**config.mk**
```make
export PLATFORM = sky130hd
export DESIGN_NAME = node_mac_seq
export DESIGN_NICKNAME = d
export VERILOG_FILES = /design/src/rtl/node_mac_seq.sv
export SDC_FILE = /design/constraint.sdc
export NUM_CORES = 2
export LEC_CHECK = 0
export ABC_AREA = 1
export CORE_UTILIZATION = 55
export DETAILED_ROUTE_END_ITERATION = 8
export GPL_TIMING_DRIVEN = 0
export PLACE_DENSITY = 0.85
export SYNTH_ARGS = -nofsm -noshare
export SYNTH_HDL_FRONTEND = slang
export SYNTH_SLANG_ARGS = --single-unit
```
**constraint.sdc**
```tcl
create_clock -name clk -period 9.8 [get_ports clk]
set_input_delay 2.94 -clock clk [delete_from_list [all_inputs] [get_ports clk]]
set_output_delay 2.94 -clock clk [all_outputs]
set_load 0.005 [all_outputs]
```
**src/rtl/node_mac_seq.sv**
```systemverilog
// Fully-connected neuron: sum(A[i]*Wt[i]) + bias, round half up, saturate, optional ReLU.
// Latency: vector accepted at edge 0, out_valid after edge N_IN+1; one vector per N_IN+3 cycles.
// Backpressure: in_ready only in IDLE; result held stable until out_ready; busy writes dropped.
module node_mac_seq #(
   parameter int N_IN = 10,
   parameter int W    = 16,
   parameter int FRAC = 8,
   parameter int RELU = 1,
   localparam int AW    = $clog2(N_IN+1),
   localparam int ACC_W = 2*W + $clog2(N_IN+1)
) (
   input  logic              clk,
   input  logic              reset,
   input  logic              in_valid,
   output logic              in_ready,
   input  logic [N_IN*W-1:0] in_data,
   input  logic              wt_we,
   input  logic [AW-1:0]     wt_addr,
   input  logic [W-1:0]      wt_data,
   output logic              wt_drop,
   output logic              out_valid,
   input  logic              out_ready,
   output logic [W-1:0]      out_data,
   output logic              busy
);

   typedef enum logic [1:0] {IDLE, MAC, RND, OUT} state_t;

   localparam logic signed [ACC_W:0] HALF = {{ACC_W{1'b0}}, 1'b1} << (FRAC-1);
   localparam logic signed [ACC_W:0] SMAX = {{(ACC_W-W+2){1'b0}}, {(W-1){1'b1}}};
   localparam logic signed [ACC_W:0] SMIN = {{(ACC_W-W+2){1'b1}}, {(W-1){1'b0}}};

   state_t                   state, state_nxt;
   logic signed [W-1:0]      wt  [N_IN];
   logic signed [W-1:0]      act [N_IN];
   logic signed [W-1:0]      bias;
   logic signed [ACC_W-1:0]  acc;
   logic        [AW-1:0]     idx;

   logic signed [W-1:0]      a_sel, w_sel, bias_eff, r_sat;
   logic signed [2*W-1:0]    prod;
   logic signed [ACC_W-1:0]  prod_ext, acc_init;
   logic signed [ACC_W:0]    rsum, rsh;

   assign in_ready  = (state == IDLE);
   assign busy      = (state != IDLE);
   assign out_valid = (state == OUT);

   always_ff @(posedge clk or negedge reset) begin
      if (!reset) state <= IDLE;
      else        state <= state_nxt;
   end

   always_comb begin
      state_nxt = state;
      case (state)
         IDLE:    if (in_valid) state_nxt = MAC;
         MAC:     if (idx == AW'(N_IN-1)) state_nxt = RND;
         RND:     state_nxt = OUT;
         OUT:     if (out_ready) state_nxt = IDLE;
         default: state_nxt = IDLE;
      endcase
   end

   always_comb begin
      a_sel = '0;
      w_sel = '0;
      for (int i = 0; i < N_IN; i++) begin
         if (idx == AW'(i)) begin
            a_sel = act[i];
            w_sel = wt[i];
         end
      end
   end

   assign prod     = (2*W)'(a_sel) * (2*W)'(w_sel);
   assign prod_ext = {{(ACC_W-2*W){prod[2*W-1]}}, prod};

   // A bias write coinciding with acceptance must already seed the accumulator.
   assign bias_eff = (wt_we && wt_addr == AW'(N_IN)) ? wt_data : bias;
   assign acc_init = {{(ACC_W-W-FRAC){bias_eff[W-1]}}, bias_eff, {FRAC{1'b0}}};

   always_comb begin
      rsum = {acc[ACC_W-1], acc} + HALF;
      rsh  = rsum >>> FRAC;
      if (rsh > SMAX)      r_sat = {1'b0, {(W-1){1'b1}}};
      else if (rsh < SMIN) r_sat = {1'b1, {(W-1){1'b0}}};
      else                 r_sat = rsh[W-1:0];
      if (RELU != 0 && r_sat[W-1]) r_sat = '0;
   end

   always_ff @(posedge clk or negedge reset) begin
      if (!reset) begin
         for (int i = 0; i < N_IN; i++) begin
            wt[i]  <= '0;
            act[i] <= '0;
         end
         bias     <= '0;
         acc      <= '0;
         idx      <= '0;
         out_data <= '0;
         wt_drop  <= 1'b0;
      end else begin
         wt_drop <= 1'b0;
         if (wt_we) begin
            if (state == IDLE) begin
               for (int i = 0; i < N_IN; i++)
                  if (wt_addr == AW'(i)) wt[i] <= wt_data;
               if (wt_addr == AW'(N_IN)) bias <= wt_data;
            end else if (wt_addr <= AW'(N_IN)) begin
               wt_drop <= 1'b1;
            end
         end
         case (state)
            IDLE: if (in_valid) begin
               for (int i = 0; i < N_IN; i++) act[i] <= in_data[i*W +: W];
               acc <= acc_init;
               idx <= '0;
            end
            MAC: begin
               acc <= acc + prod_ext;
               idx <= idx + AW'(1);
            end
            RND:     out_data <= r_sat;
            default: ;
         endcase
      end
   end

endmodule

```
======== After elaboration in Yosys (flattened, before gate mapping) ========
Index checks and enable logic that the tools add are counted.
storage, ports and cells
  register bits after elaboration ......... 395
  bits in latches ......................... 0
  bits in writable memories ............... 0
  ROM bits ................................ 0
  input port bits ......................... 185
  output and inout bits ................... 20
  logic and storage cells ................. 113
  memories ................................ 0
operators by class
  add/subtract/negate cells ............... 3
  multipliers ............................. 1
  divide/modulo/power cells ............... 0
  $lt $le $gt $ge ......................... 3
  equal/unequal tests ..................... 25
  shift-type cells ........................ 0
  mux-type cells .......................... 35
  bitwise gates (word level) .............. 0
  reductions and logical operators ........ 20
operators by type and width
  operator                 number
  $mux W16                 23
  $pmux W36 S2             1
  $add A36 B9 Y37 const B  1
  $add A36 B32 Y36         1
  $mux W36                 1
  $reduce_and A3 Y1        12
  $eq A4 B3 Y1 const B     8
  $mul A16 B16 Y32         1
  $gt A29 B16 Y1 const B   1
  $lt A29 B16 Y1 const B   1
  $eq A4 B4 Y1 const B     5
  $eq A4 B2 Y1 const B     4
  $mux W15                 1
  $eq A4 B1 Y1 const B     2
  $logic_not A4 Y1         2
  $pmux W2 S4              1
  $pmux W4 S2              1
  $mux W2                  3
  $add A4 B1 Y4 const B    1
  $eq A2 B2 Y1 const B     2
  $le A4 B4 Y1 const B     1
  $mux W4                  1
  $ne A2 B2 Y1 const B     2
  $reduce_and A2 Y1        2
  other kinds (6)          9

======== Depth between registers and ports, before layout ========
  word-level depth ........................ 14
  mapped depth ............................ 43
  gate-level depth less buffers ........... 41

======== Worst setup path before layout ========
Ideal clock, no wire load.
  path kind ............................... reg-to-reg
  start point ............................. reg idx[1]
  end point ............................... reg acc[32]
  setup time .............................. 0.133 ns
  arrival time ............................ 6.970 ns
  required time ........................... 9.667 ns
  slack ................................... 2.698 ns
  stages on the path, launching flop included .. 37
  buffers on the path ..................... 1
  clock period less this slack ............ 7.102 ns
  cells stage by stage .................... dfrtp_1 > inv_1 > ha_1 > inv_1 > nor2_4 > buf_6 > nand2_1 > nand3_1 > o21ai_0 > o21ai_1 > a21oi_1 > o211ai_1 > o211ai_1 > nand3b_1 > nand2_2 > inv_2 > nand2_1 > fa_1 > fa_1 > fa_1 > inv_1 > fa_1 > fa_1 > inv_1 > fa_1 > inv_1 > ha_1 > nand2_1 > nor4_1 > nand3_1 > nand3_1 > nand2_1 > o211ai_1 > a21oi_1 > xor2_1 > nand2_1 > a21oi_1
between the ends
  longest elaborated chain between the ends .. 14
  elaborated cells on any way between the ends .. 33
  those cells by class .................... add/sub: 1; mul: 1; eq/ne: 9; mux: 21; reduce/logical: 1
RTL lines
  element                  line  RTL
  start, declared          38    logic [AW-1:0] idx;
  start signal, assigned   122   idx <= idx + AW'(1);
  $logic_not A4 Y1         69    if (idx == AW'(i)) begin
  $mux W16 (10 in series)  69
  $mul A16 B16 Y32 (*)     76    assign prod = (2*W)'(a_sel) * (2*W)'(w_sel);
  $add A36 B32 Y36 (*)     121   acc <= acc + prod_ext;
  $pmux W36 S2 (*)         114   case (state)
  end signal, assigned     117   acc <= acc_init;
  end signal, assigned     121
  end, declared            37    logic signed [ACC_W-1:0] acc;
Every way passes the cells marked *; elsewhere a longest branch is shown, timed or not.
A chain may end at the register's enable or synchronous reset.

======== Worst setup path after layout ========
Ends and elaborated chain as after synthesis.

==> summary.md <==
| Metric | Value |
|---|---|
| Syn Area/Cell | `8.14 sq um` |
| Setup WS post-layout | `between 0.5 and 0.6 ns` |
| Worst Path Class, Setup | `reg2reg` |
| Fin util | `64.3%` |
| Post-synthesis register bit count | `~390` |
| Outcome | `completed` |
| Wire per inst | `20.2 um` |
| Worst EP required | `10.29 ns` |
| CP startpoint | `idx[1]$_DFFE_PN0P_` |
| Final slew viol count | `0` |
| Worst-path maximum fanout | `10` |
| Mapped cell area | `approximately 30,000 sq um` |
| Clock transition at the registers of the reported paths | `0.06 ns` |
| Synth area leader | `dfrtp_1` |
| FF/Latch Area | `9860 sq um` |
| Synth Instances | `3,738` |
| Max incr delay on CP | `between 0.7 and 0.8 ns` |
| Maximum clock frequency | `0.108 GHz` |
| PortBufs | `approximately 200` |
| Num CTS Buffers | `40` |
| Vias/cell | `5.75` |
| Max-cap viol count | `0` |
| Worst Setup End Kind | `flop` |
| Slew HR | `32.3%` |
| Synth area leaders | `dfrtp_1 32%, fa_1 21%, nand2_1 14%, inv_1 6.2%, ha_1 4.8%` |
| Post-synth top area share | `approximately a third` |
| Hold Path Class | `reg2reg` |
| CP arrival | `9.75 ns` |
| Final Hold Vio Count | `0` |
| Final Cycle Share | `94.6%` |
| Area of the multi-input gates | `between 15,000 and 20,000 sq um` |
| Detailed Place HPWL | `between 70,000 and 80,000 um` |
| Clk sinks | `roughly 390` |
| Grt ovf | `0` |
| Total track usage | `34.9%` |
| CTS tree | `built` |
| Pre-antenna DRT Iters | `8` |
| Setup Skew | `0.0380 ns` |
| Die Ht | `237 um` |
| Cell mode on critical path | `fa_1` |
| Post-place setup slack | `0.956 ns` |
| Setup Fix Bufs, Post-CTS | `0` |
| Fillers | `4,427` |
| Row count | `85` |
| Synthesis Warnings | `0` |
| Crit start category | `flop` |
| Io pins | `205` |
| Layout area overhead | `14.6%` |
| Vias after detailed routing | `27,100` |
| Worst-Skew Late Latency | `0.58 ns` |
| H-Tree Level Count | `2` |
| Post-synth top flop | `dfrtp_1` |
| Die Width | `237 um` |
| Synth unique cells | `about 50` |
| Largest net degree at the start of global routing | `114` |
| Clock root buffer | `clkbuf_16` |
| Global-route wire length before repair | `approximately 150,000 um` |
| Residual DRC | `0` |
| Full die area | `56,200 sq um` |
| Slowest CP cell | `clkbuf_1` |
| Final Setup Violations | `0` |
| Clk buf depth | `3` |
| Net count, final | `4,601` |
| Reg-to-Reg Start | `idx[1]$_DFFE_PN0P_` |
| Core area | `around 54,000 sq um` |
| Gp weighted congestion | `0.977` |
| Min Tclk post-route | `9.27 ns` |
| Share of cells above drive strength 1 | `5.78%` |
| Initial antenna violation count | `2` |
| Starting DRT DRC Count | `2,920` |
| Syn nets | `4,353` |
| RSZ-0062 raised after global routing | `no` |
| Worst slew pin tran | `1.02 ns` |
| Worst Hold Launch | `act[0]$_DFFE_PN0P_` |
| Number of synthesized flops with an enable pin | `0` |
| Final wirelength | `~95,000 um` |
| Cts hold-fix bufs | `0` |
| Seq/Total Area, Yosys | `roughly a third` |
| Starting Density | `56.1%` |
| Number of global-route vias before repair | `27,300` |
| FFs w/ async S/R, synth | `100%` |
| Post_cts resized | `0` |
| Post-DRT Antenna Nets | `0` |
[sequential cells by signal, indices dropped and copies added, names as in the netlist]
register,cells
wt,160
state,2
act,160
bias,16
acc,36
wt_drop,1
out_data,15
idx,4
[final cells by class]
cell class / count / area share [%]
Timing Repair Buffer: 206 / 6.08
Buffer: 178 / 2.43
Clock inverter: 17 / 0.826
Multi-Input combinational cell: 2635 / 50.8
Antenna cell: 2 / 0.0144
Sequential cell: 394 / 28.3
Clock buffer: 54 / 3.31
Tap cell: 696 / 2.50
Inverter: 531 / 5.73
[worst paths after layout]
kind	to	slack [ns]	cells past startpoint
worst max-delay path	acc[32]$_DFFE_PN0P_	0.53	30
worst min-delay path	act[0]$_DFFE_PN0P_	0.48	2
worst max register to register	acc[32]$_DFFE_PN0P_	0.53	30
worst min register to register	act[0]$_DFFE_PN0P_	0.48	2
max in group asynchronous	acc[13]$_DFFE_PN0P_	5.52	4
min in group asynchronous	act[118]$_DFFE_PN0P_	2.35	1
[cells in the mapped netlist, types with 4 or more instances]
cell type,instances
a211oi_1,5
a21oi_1,104
a31oi_1,27
buf_1,5
buf_2,35
buf_4,14
buf_6,11
clkbuf_1,113
dfrtp_1,394
fa_1,314
ha_1,116
inv_1,505
inv_2,22
nand2_1,1164
nand2_2,26
nand3_1,126
nand3_2,4
nand3b_1,10
nand4_1,25
nor2_1,238
nor2_4,5
nor3_1,15
nor3_2,4
o211ai_1,51
o21ai_0,266
o21ai_1,23
o21bai_1,7
or2_2,28
xnor2_1,17
xor2_1,27
[layer usage]
layer	global-route usage (%)	vias up	routed length, um
met3	8.19	291	10300
met4	15.0	2	4490
li1	-	12100	-
met1	45.8	13200	36400
met5	0	-	11
met2	55.8	1579	44200
[cell families (layout without fill, tap and decap cells)]
logic type,count (synthesis),after routing,synth area share [%]
buffers and inverters,709,986,9.35
other,1,3,0.0123
DFF,394,394,32.4
AOI/OAI and AO/OA,501,501,9.09
and+or+nand+nor,1659,1659,22.4
xor gates and xnor gates,44,44,1.27
adders and majority gates,430,430,25.4
[per-stage QoR]
| step | instance area [sq um] | hold WS (ns) | instances | TNS (ns) |
|---|---|---|---|---|
| final | 34900 | 0.478 | 4713 | 0 |
| after global routing | 34900 | 0.491 | 4712 | 0 |
| after CTS | 34800 | 0.481 | 4711 | 0 |
| after detailed placement | 33400 | 0.462 | 4640 | 0 |
| after global placement | 33300 | 0.454 | 4637 | -4368.45 |
| after floorplan | 30400 | 0.440 | 3738 | 0 |
[critical path, delay by kind of cell (launching register included)]
kind | cells | cell delay [ns]
adder cells (fa/ha/maj) | 8 | 3.74
AND/OR/NAND/NOR | 10 | 2.24
buffers and inverters | 8 | 2.21
AO/OA/AOI/OAI | 3 | 0.45
flip-flops | 1 | 0.40
XOR/XNOR | 1 | 0.16
[layout by cell type (no fill, tap or decap), types with 6 or more instances in the layout]
master | netlist | layout
a21oi_1 | 104 | 104
a31oi_1 | 27 | 27
buf_2 | 35 | 35
buf_4 | 14 | 14
buf_6 | 11 | 11
bufinv_16 | 0 | 6
clkbuf_1 | 113 | 117
clkbuf_16 | 0 | 40
clkbuf_8 | 0 | 10
clkdlybuf4s50_1 | 0 | 202
clkinv_2 | 1 | 8
dfrtp_1 | 394 | 394
fa_1 | 314 | 314
ha_1 | 116 | 116
inv_1 | 505 | 505
inv_2 | 22 | 22
nand2_1 | 1164 | 1164
nand2_2 | 26 | 26
nand3_1 | 126 | 126
nand3b_1 | 10 | 10
nand4_1 | 25 | 25
nor2_1 | 238 | 238
nor3_1 | 15 | 15
o211ai_1 | 51 | 51
o21ai_0 | 266 | 266
o21ai_1 | 23 | 23
o21bai_1 | 7 | 7
or2_2 | 28 | 28
xnor2_1 | 17 | 17
xor2_1 | 27 | 27
Power is left out: the tool's default activity adds up to more than one toggle a clock period on the data nets, which glitch-free logic cannot reach.
